`src/rtl/key_pkg.sv`:
```
// Shared types and defaults for the key debouncer.
`timescale 1ns/1ps
package key_pkg;

  // 20 ms filter at 50 MHz, expressed as cycles minus one.
  localparam int CNT_MAX_DEFAULT = 999_999;

  typedef enum logic [1:0] {
    IDLE      = 2'd0,
    FILTER_DN = 2'd1,
    DOWN      = 2'd2,
    FILTER_UP = 2'd3
  } fsm_state_t;

endpackage

```
`src/rtl/key_sync.sv`:
```
// Two-flop synchronizer for the raw key; resets to the released level (1).
`timescale 1ns/1ps
module key_sync (
  input  logic clk,
  input  logic rst,
  input  logic d,
  output logic q
);

  logic meta;

  always_ff @(posedge clk or posedge rst) begin
    if (rst) begin
      meta <= 1'b1;
      q    <= 1'b1;
    end else begin
      meta <= d;
      q    <= meta;
    end
  end

endmodule

```
`src/rtl/key_debounce.sv`:
```
// Key debouncer: synchronizer, four-state filter FSM, registered press flag,
// debounced level and a toggling active-low LED.
`timescale 1ns/1ps
module key_debounce
  import key_pkg::*;
#(
  parameter int CNT_MAX = CNT_MAX_DEFAULT
) (
  input  logic       sys_clk,
  input  logic       sys_rst,
  input  logic       key_in,
  output logic       key_flag,
  output logic       key_state,
  output logic       led_out,
  output fsm_state_t dbg_state
);

  localparam int CW = (CNT_MAX < 1) ? 1 : $clog2(CNT_MAX + 1);
  localparam logic [CW-1:0] CNT_TOP = CW'(CNT_MAX);

  logic          key_s;
  fsm_state_t    state, state_nxt;
  logic [CW-1:0] cnt, cnt_nxt;
  logic          flag_nxt, key_state_nxt, led_nxt;

  key_sync u_sync (
    .clk (sys_clk),
    .rst (sys_rst),
    .d   (key_in),
    .q   (key_s)
  );

  always_ff @(posedge sys_clk or posedge sys_rst) begin
    if (sys_rst) begin
      state     <= IDLE;
      cnt       <= '0;
      key_flag  <= 1'b0;
      key_state <= 1'b1;
      led_out   <= 1'b1;
    end else begin
      state     <= state_nxt;
      cnt       <= cnt_nxt;
      key_flag  <= flag_nxt;
      key_state <= key_state_nxt;
      led_out   <= led_nxt;
    end
  end

  // A filter state falls back to its stable state on any contrary sample,
  // so only an unbroken run of CNT_MAX+2 samples changes the level.
  always_comb begin
    state_nxt     = state;
    cnt_nxt       = cnt;
    flag_nxt      = 1'b0;
    key_state_nxt = key_state;
    led_nxt       = led_out;
    case (state)
      IDLE: begin
        if (!key_s) begin
          state_nxt = FILTER_DN;
          cnt_nxt   = '0;
        end
      end
      FILTER_DN: begin
        if (key_s) begin
          state_nxt = IDLE;
          cnt_nxt   = '0;
        end else if (cnt == CNT_TOP) begin
          state_nxt     = DOWN;
          cnt_nxt       = '0;
          flag_nxt      = 1'b1;
          key_state_nxt = 1'b0;
          led_nxt       = ~led_out;
        end else begin
          cnt_nxt = cnt + CW'(1);
        end
      end
      DOWN: begin
        if (key_s) begin
          state_nxt = FILTER_UP;
          cnt_nxt   = '0;
        end
      end
      FILTER_UP: begin
        if (!key_s) begin
          state_nxt = DOWN;
          cnt_nxt   = '0;
        end else if (cnt == CNT_TOP) begin
          state_nxt     = IDLE;
          cnt_nxt       = '0;
          key_state_nxt = 1'b1;
        end else begin
          cnt_nxt = cnt + CW'(1);
        end
      end
      default: begin
        state_nxt = IDLE;
        cnt_nxt   = '0;
      end
    endcase
  end

  assign dbg_state = state;

endmodule

```
`config.mk`:
```
export PLATFORM = sky130hd
export DESIGN_NAME = key_debounce
export DESIGN_NICKNAME = d
export VERILOG_FILES = /design/src/rtl/key_pkg.sv /design/src/rtl/key_sync.sv /design/src/rtl/key_debounce.sv
export SDC_FILE = /design/constraint.sdc
export NUM_CORES = 1
export LEC_CHECK = 0
export BUFFER_PORTS_ARGS = -buffer_cell sky130_fd_sc_hd__buf_2
export CAP_MARGIN = 15
export CORE_UTILIZATION = 50
export CTS_BUF_LIST = sky130_fd_sc_hd__clkbuf_4 sky130_fd_sc_hd__clkbuf_8 sky130_fd_sc_hd__clkbuf_16
export DETAILED_ROUTE_END_ITERATION = 10
export HOLD_SLACK_MARGIN = 0.1
export PLACE_DENSITY_LB_ADDON = 0.08
export SYNTH_ARGS = -nofsm -noshare
export SYNTH_HDL_FRONTEND = slang
export SYNTH_SLANG_ARGS = --single-unit
export TNS_END_PERCENT = 100
```
`constraint.sdc`:
```
create_clock -name sys_clk -period 2.05 [get_ports sys_clk]
set_input_delay 0.1025 -clock sys_clk [delete_from_list [all_inputs] [get_ports sys_clk]]
set_output_delay 0.1025 -clock sys_clk [all_outputs]
set_load 0.005 [all_outputs]
```
== Word-level counts from Yosys, hierarchy flattened ==
Index checks and enable logic that the tools add are counted.
Word-level totals
  input port bits: 3
  word-level logic and storage cells: 49
  output and inout port bits: 5
  bits in registers: 27
Cells by class
  bitwise logic cells: 2
  add/sub/neg operators: 1
  multiplexer cells: 21
  reductions and logical operators: 6
  equality and inequality tests: 12
Operators with widths (number)
  $mux 20: 5
  $pmux 20 s4: 1
  $add 20x1->20 const B: 1
  $eq 20x20->1 const B: 1
  $mux 2: 6
  $ne 2x2->1 const B: 4
  $pmux 2 s4: 1
  $mux 1: 7
  $reduce_and 5->1: 1
  $eq 2x2->1 const B: 2
  $ne 2x1->1 const B: 2
  $reduce_and 4->1: 1
  $ne 3x2->1 const B: 1
  $ne 3x3->1 const B: 1
  $reduce_and 3->1: 1
  $eq 2x1->1 const B: 1
  $logic_not 2->1: 1
  $not 1->1: 2
  $pmux 1 s2: 1
  $reduce_and 2->1: 1
  $reduce_bool 2->1: 1

== Longest topological paths before layout ==
Gate-level depths: netlist of the first run.
  depth in word-level cells: 4
  depth in mapped cells: 7
  mapped depth without buffers: 6

== By module ==
From an unflattened synthesis of the first run, not the netlist that was laid out.
Unflattened totals
  cells, all modules: 148
  area, all modules: 1437.6 sq um
By module, submodules not included
  key_debounce: cells an instance 145, area each 1381.3 sq um, seq. area each 628.1 sq um, instances 1
  key_sync: cells an instance 3, area each 56.3 sq um, seq. area each 52.6 sq um, instances 1

== Worst setup path before layout of the first run ==
No wires, ideal clock.
  path kind: reg-to-reg
  start point: register cnt[0]
  end point: register cnt[11]
  path buffers: 0
  setup slack: 0.437 ns
  stages on the path, launching flop included: 7
  data required time: 1.924 ns
  library setup time: 0.126 ns
  clock period less this slack: 1.613 ns
  arrival time: 1.487 ns
  path through: dfrtp_1 -> ha_1 -> nand3_2 -> nor3_2 -> a21oi_2 -> and3_1 -> a221o_1
Between the ends
  longest elaborated chain between the ends: 4
  elaborated cells on any way between the ends: 6
  classes of those cells: 1 x add/sub; 1 x eq/ne; 4 x mux
Ends and longest elaborated chain
  from (decl): RTL line key_debounce.sv:23  | logic [CW-1:0] cnt, cnt_nxt;
  from (signal assigned): RTL line key_debounce.sv:42  | cnt <= cnt_nxt;
  $add 20x1->20 / $eq 20x20->1 (equally long branches)
  $mux 20 (*): RTL line key_debounce.sv:68, key_debounce.sv:88
  $mux 20, on equally long branches: RTL line key_debounce.sv:85, key_debounce.sv:65
  $pmux 20 s4 (*): RTL line key_debounce.sv:57  | case (state)
Every way passes the cells marked *; elsewhere a longest branch is shown, timed or not.
A chain may end at the register's enable or synchronous reset.

== Worst setup path after layout of the first run ==
  start point: register cnt[0]
  end point: register cnt[19]
The elaborated chain is that of the path after synthesis.

==> results of run 1 <==
==> critical path, stage by stage, from the launching register on <==
cell	delay, ns
dfrtp_1	0.46
ha_1	0.23
nand3_2	0.19
nor3_2	0.30
a21oi_2	0.13
buf_4	0.21
a21oi_1	0.14
mux2i_1	0.08
==> per-stage QoR <==
| step | power, mW | hold slack [ns] | instance area (µm²) | utilization [%] |
|---|---|---|---|---|
| after floorplan | 0.7734 | 0.1070 | 1441 | - |
| after global placement | 0.8637 | 0.1720 | 1533 | 56.06 |
| after detailed placement | 0.8683 | 0.1812 | 1533 | 56.06 |
| after CTS | 1.111 | 0.3520 | 1583 | 57.89 |
| after global routing | 1.160 | 0.3694 | 1583 | 57.89 |
| final | 1.098 | 0.3587 | 1583 | 57.89 |
==> cells in the mapped netlist (all sizes together) (4+ instances only) <==
master	instances	area (µm²)
dfrtp	23	575.6
nand2	19	76.32
nand3	14	75.07
o21ai	11	55.05
a21oi	10	53.80
nand4	8	65.06
mux2i	7	70.07
nor2	7	26.28
inv	5	18.77
and3	4	25.02
dfstp	4	105.1
nor3	4	52.55
xor2	4	35.03
==> layout make-up <==
type,instances,area [µm²],share of cell area [%]
Multi-Input combinational cell,108,714.4,45.14
Sequential cell,27,680.7,43.00
Timing Repair Buffer,15,100.1,6.324
Tap cell,31,38.79,2.451
Clock buffer,3,22.52,1.423
Inverter,5,18.77,1.186
Clock inverter,1,7.507,0.4743
==> layer usage <==
layer | track usage [%] | vias up
met5 | 0 | -
met3 | 2.093 | 6
met4 | 9.643 | 0
met1 | 31.16 | 540
li1 | - | 567
met2 | 31.50 | 13
==> flip-flops by register name, summed over array words and instances, names as in the netlist, named ones only <==
register / flops
key_flag: 1
cnt: 20
dbg_state: 1
u_sync.q: 1
key_state: 1
led_out: 1
u_sync.meta: 1
==> placed cells by master, fill, tap and decap left out, types with 5 or more instances in the layout <==
master / n
nor2_1: 7
buf_2: 7
nand3_1: 13
a21oi_1: 9
o21ai_0: 8
nand4_1: 7
nand2_1: 17
dfrtp_1: 23
buf_4: 6
mux2i_1: 7
inv_1: 5
==> power groups by stage <==
| stage | Combinational [mW] | Clock, mW | Sequential [mW] |
|---|---|---|---|
| after detailed placement | 0.245 | 0 | 0.623 |
| after CTS | 0.249 | 0.248 | 0.613 |
| after global placement | 0.243 | 0 | 0.621 |
| final | 0.249 | 0.235 | 0.615 |
| after floorplan | 0.162 | 0 | 0.611 |
| after global routing | 0.276 | 0.264 | 0.620 |
==> final timing paths <==
| check | startpoint | slack [ns] | end |
|---|---|---|---|
| worst max-delay path | cnt[0] | 0.21 | cnt[19] |
| max in group asynchronous | sys_rst | 1.40 | key_state |
| worst min register to register | u_sync.meta | 0.37 | u_sync.q |
| worst min-delay path | sys_rst | 0.36 | cnt[18] |
| min in group sys_clk | u_sync.meta | 0.37 | u_sync.q |
| worst max register to register | cnt[0] | 0.21 | cnt[19] |
==> what timing repair did <==
item | in CTS | in global routing
hold buffers | 2 | 0
setup buffers | 0 | 0
endpoints found under the hold margin | 28 | 0
==> logic make-up after synthesis <==
logic type / after synthesis
adders and majority gates: 1
and+or+nand+nor: 67
AOI/OAI and AO/OA: 28
DFF: 27
muxes: 7
xor gates and xnor gates: 5
buffers and inverters: 11
==> results.txt, run 1 <==
outcome -> completed
sw power -> 367.9 µW
Layout fillers -> 240
share of cells above drive strength 1 -> 19.50%
actual slew at the worst max-slew pin -> 0.3512 ns
worst slack at placement -> 0.2533 ns
type of destination of the critical path -> flop
post-synthesis compound-gate area fraction -> 11.72%
Mapped Cells -> 146
Cell variety after synth -> 37
Net count, final -> 164
CP Max Fanout -> 13
antenna violations before repair -> 0
Iteration-0 DRC Markers -> 34
first-pass GRT wire length -> 5209 µm
final clock period utilization by the worst path -> 89.75%
Max Cap Viol -> 0
Final min period -> 1.840 ns
GRT overflow -> 0
setup_tns -> 0 ns
I/O Buffers -> 7
Syn Nets -> 150
Worst-path clk slew -> 0.15 ns
Layout Cells excl Fill -> 190
RSZ-0062 raised after global routing -> no
asr flop ratio synth -> 100.0%
Cell Area, Synth -> 1441 µm²
vias in the first global route -> 1139
Die Wd -> 55.69 µm
Sequential Power Share -> 56.0%
simple-gate share of the synthesized area -> 28.56%
TritonRoute pass-1 iters -> 4
FP Rows -> 19
worst ir drop on vdd -> 530.1 µV
Routed WL -> 2796 µm
clock latency on the worst-skew pair -> 0.32 ns
Clock Power Share -> 21.4%
drt drc -> 0
fmax -> 543.5 MHz
Power Internal -> 730.4 µW
critical path class -> reg2reg
final hold viol count -> 0
antenna-violating nets left -> 0
Die Area -> 3101 µm²
post-synthesis mux area share -> 4.861%
Lkg Pwr -> 0.6961 nW
Data arrival, critical path -> 2.07 ns
placed insts -> 184
Vias -> 1126
Layout area overhead -> 9.809%
Initial Util -> 52.72%
clock sinks -> 27
depth of the most critical reg-to-reg path -> 7
area of the core -> 2734 µm²
WL met2 -> 1248 µm
Synth Flop Type -> dfrtp_1
TritonCTS Buffers -> 3
Avg Cell Area, Syn -> 9.872 µm²
Seq cells post-synth -> 27
Die Ht -> 55.69 µm
CTS tree -> done
Clock Skew -> 0.001392 ns
Top Layer Used -> met4
critical path required time -> 2.28 ns
hpwl dp -> 2014 µm
RePlAce Congestion -> 0.8523
Tot GR Track Use -> 21.15%
Yosys Warn Count -> 0
I/O pin count -> 8
setup ws final -> 0.2102 ns
average via count per standard cell -> 5.926
PwrDens -> 693.9 nW/µm²
Post-Synth Adder-Cell Area -> 0.8681%
met1 WL -> 1437 µm
max-slew violation count -> 0
Hold Crit Class -> in2async
setup violators final -> 0
n_diodes -> 0
type of origin of the critical path -> flop
Combinational Power Share -> 22.6%
pin count of the biggest net entering global routing -> 28
Net Sw Frac -> 33.49%
Synth Area in XOR/XNOR -> 3.559%
relative slew slack -> 76.51%
DR WL met3 -> 49 µm
maximum buffer depth of the clock tree -> 2
number of flops mapped to enable cells by yosys -> 0
H-tree lvl count -> 1
per-cell routed wire length -> 14.72 µm
post_cts resized -> 0
largest family of logic cells by synthesized area -> simple AND/OR/NAND/NOR gates
register area share after synthesis -> 47.22%
clock root cell -> clkbuf_4
Note: power is estimated with default switching activity, not from simulation.
==> run 2: changes to the inputs <==
--- a/config.mk
+++ b/config.mk
@@ -5,6 +5,7 @@
 export SDC_FILE = /design/constraint.sdc
 export NUM_CORES = 1
 export LEC_CHECK = 0
+export ABC_AREA = 1
 export BUFFER_PORTS_ARGS = -buffer_cell sky130_fd_sc_hd__buf_2
 export CAP_MARGIN = 15
 export CORE_UTILIZATION = 50
==> results.txt, run 2 <==
TritonCTS Buffers -> 3
per-cell routed wire length -> 12.12 µm
PwrDens -> 646.7 nW/µm²
Yosys Warn Count -> 0
# hold bufs at CTS -> 2
Die Wd -> 59.63 µm
TritonRoute pass-1 iters -> 4
I/O Buffers -> 7
depth of the most critical reg-to-reg path -> 8
Yosys top cell area share -> 34.66%
Max Cap Viol -> 0
Worst Hold Slack -> 0.3589 ns
Mapped Cells -> 235
Setup Buffers After CTS -> 0
most frequent cell after synthesis -> nand2_1
number of flip-flops in the largest register -> 20
clock sinks -> 27
Power Internal -> 753.3 µW
worst reg2reg startpoint -> cnt[0]
setup violators final -> 0
Net count, final -> 252
pin count of the biggest net entering global routing -> 28
area of the core -> 3103 µm²
Data arrival, critical path -> 1.95 ns
Clock Skew -> 0.01516 ns
final hold viol count -> 0
Cell variety after synth -> 25
Synth Flop Type -> dfrtp_1
Synth area leaders -> dfrtp_1 35%, nand2_1 17%, nor2_1 7.0%
Routed WL -> 3527 µm
RR Endpoint -> cnt[7]
Vias -> 1433
RSZ-0062 raised after global routing -> no
Cell Area, Synth -> 1660 µm²
number of flops mapped to enable cells by yosys -> 0
actual slew at the worst max-slew pin -> 0.4146 ns
post_cts resized -> 0
CTS tree -> done
fmax -> 592.4 MHz
most common cell after layout, fill and taps aside -> nand2_1
n_diodes -> 0
Avg Cell Area, Syn -> 7.065 µm²
register area share after synthesis -> 40.99%
sw power -> 405.4 µW
worst ir drop on vdd -> 254.9 µV
antenna violations before repair -> 0
GRT overflow -> 0
Hold Crit Class -> in2async
Seq cells post-synth -> 27
Finished Core Util -> 57.74%
Final min period -> 1.688 ns
clock root cell -> clkbuf_4
Syn Nets -> 239
Combinational Power Share -> 25.1%
Worst-path clk slew -> 0.15 ns
Die Area -> 3555 µm²
RePlAce Congestion -> 0.9002
Net Sw Frac -> 34.99%
most frequent cells in the layout -> 74 x nand2_1, 31 x nor2_1, 30 x inv_1, 23 x nand3_1, 23 x dfrtp_1
Layout area overhead -> 7.913%
r2r setup slk -> 0.36 ns
largest register by flop count -> cnt
CP Max Fanout -> 10
post-synth top area cell -> dfrtp_1
antenna-violating nets left -> 0
Tot GR Track Use -> 22.79%
Lkg Pwr -> 0.8140 nW
first-pass GRT wire length -> 6072 µm
outcome -> completed
type of origin of the critical path -> flop
FP Rows -> 20
setup_tns -> 0 ns
asr flop ratio synth -> 100.0%
Initial Util -> 53.51%
H-tree lvl count -> 1
maximum buffer depth of the clock tree -> 2
Iteration-0 DRC Markers -> 78
top post-synthesis cells by count -> 74 x nand2_1, 31 x nor2_1, 30 x inv_1
average via count per standard cell -> 4.924
critical path required time -> 2.32 ns
hpwl dp -> 2599 µm
total power -> 1.159 mW
Clock Power Share -> 21.3%
vias in the first global route -> 1313
relative slew slack -> 72.33%
I/O pin count -> 8
clock latency on the worst-skew pair -> 0.33 ns
drt drc -> 0
share of cells above drive strength 1 -> 12.96%
Sequential Power Share -> 53.6%
final clock period utilization by the worst path -> 82.35%
max-slew violation count -> 0
critical path class -> reg2reg
type of destination of the critical path -> flop
Die Ht -> 59.63 µm
## run 2: cell count changes in the layout (fill, tap and decap cells not counted), sizes merged, moves of 4 or more
cell and change:
o21ai -5, nor2 +31, inv +26, mux2i -7
o22ai +6, and3 -4, buf -4, a21oi -7
nand2 +57, nor3 -4, nand3 +14
## run 2: logic make-up after synthesis
group	Yosys count	synth area share (%)
AO/OA/AOI/OAI	17	5.877
XOR/XNOR	6	3.165
adder cells (fa/ha/maj)	1	0.7535
buffers and inverters	34	8.440
flip-flops	27	40.99
AND/OR/NAND/NOR	150	40.77
## run 2: per-layer routing
layer	routed length (µm)	vias to the layer above	GRT usage, %
met5	0	-	0
met3	94	4	2.620
met4	27	0	5.980
li1	-	764	-
met2	1555	21	35.15
met1	1849	644	33.79
## run 2: how the worst max path moves through the flow
stage | depth (start not counted) | end | start
final | 8 | cnt[7] | cnt[0]
after detailed placement | 8 | cnt[11] | cnt[0]
after floorplan | 8 | cnt[7] | cnt[0]
after global routing | 8 | cnt[14] | cnt[0]
after CTS | 8 | cnt[7] | cnt[0]
after global placement | 6 | cnt[10] | cnt[0]
## run 2: final cells by class
| cell class | instances | area (µm²) |
|---|---|---|
| tap | 44 | 55.05 |
| inverter | 31 | 116.4 |
| clock buffer | 4 | 30.03 |
| sequential | 27 | 680.7 |
| fill | 312 | 1311 |
| timing repair buffer | 11 | 70.07 |
| multi-input combinational | 174 | 839.6 |
## run 2: stage by stage
stage | cell area (µm²) | setup slack [ns] | std cells
floorplan | 1660 | 0.6194 | 235
global placement | 1742 | 0.4205 | 285
finish | 1792 | 0.3618 | 291
detailed placement | 1742 | 0.3946 | 285
global route | 1792 | 0.1527 | 291
CTS | 1792 | 0.3543 | 291
## run 2: critical path, cell delays in order (launching register included)
cell	delay (ns)
dfrtp_1	0.46
ha_1	0.29
nand3_2	0.13
nor2_4	0.06
nand3_1	0.10
nor2_2	0.05
nor2_2	0.33
nand3_1	0.12
nand2_1	0.08
## run 2: power by group through the flow
stage | Clock (mW) | Combinational (mW) | Sequential (mW)
after global routing | 0.283 | 0.332 | 0.631
after floorplan | 0 | 0.216 | 0.627
final | 0.246 | 0.291 | 0.622
after detailed placement | 0 | 0.291 | 0.632
after CTS | 0.248 | 0.295 | 0.621
after global placement | 0 | 0.293 | 0.630
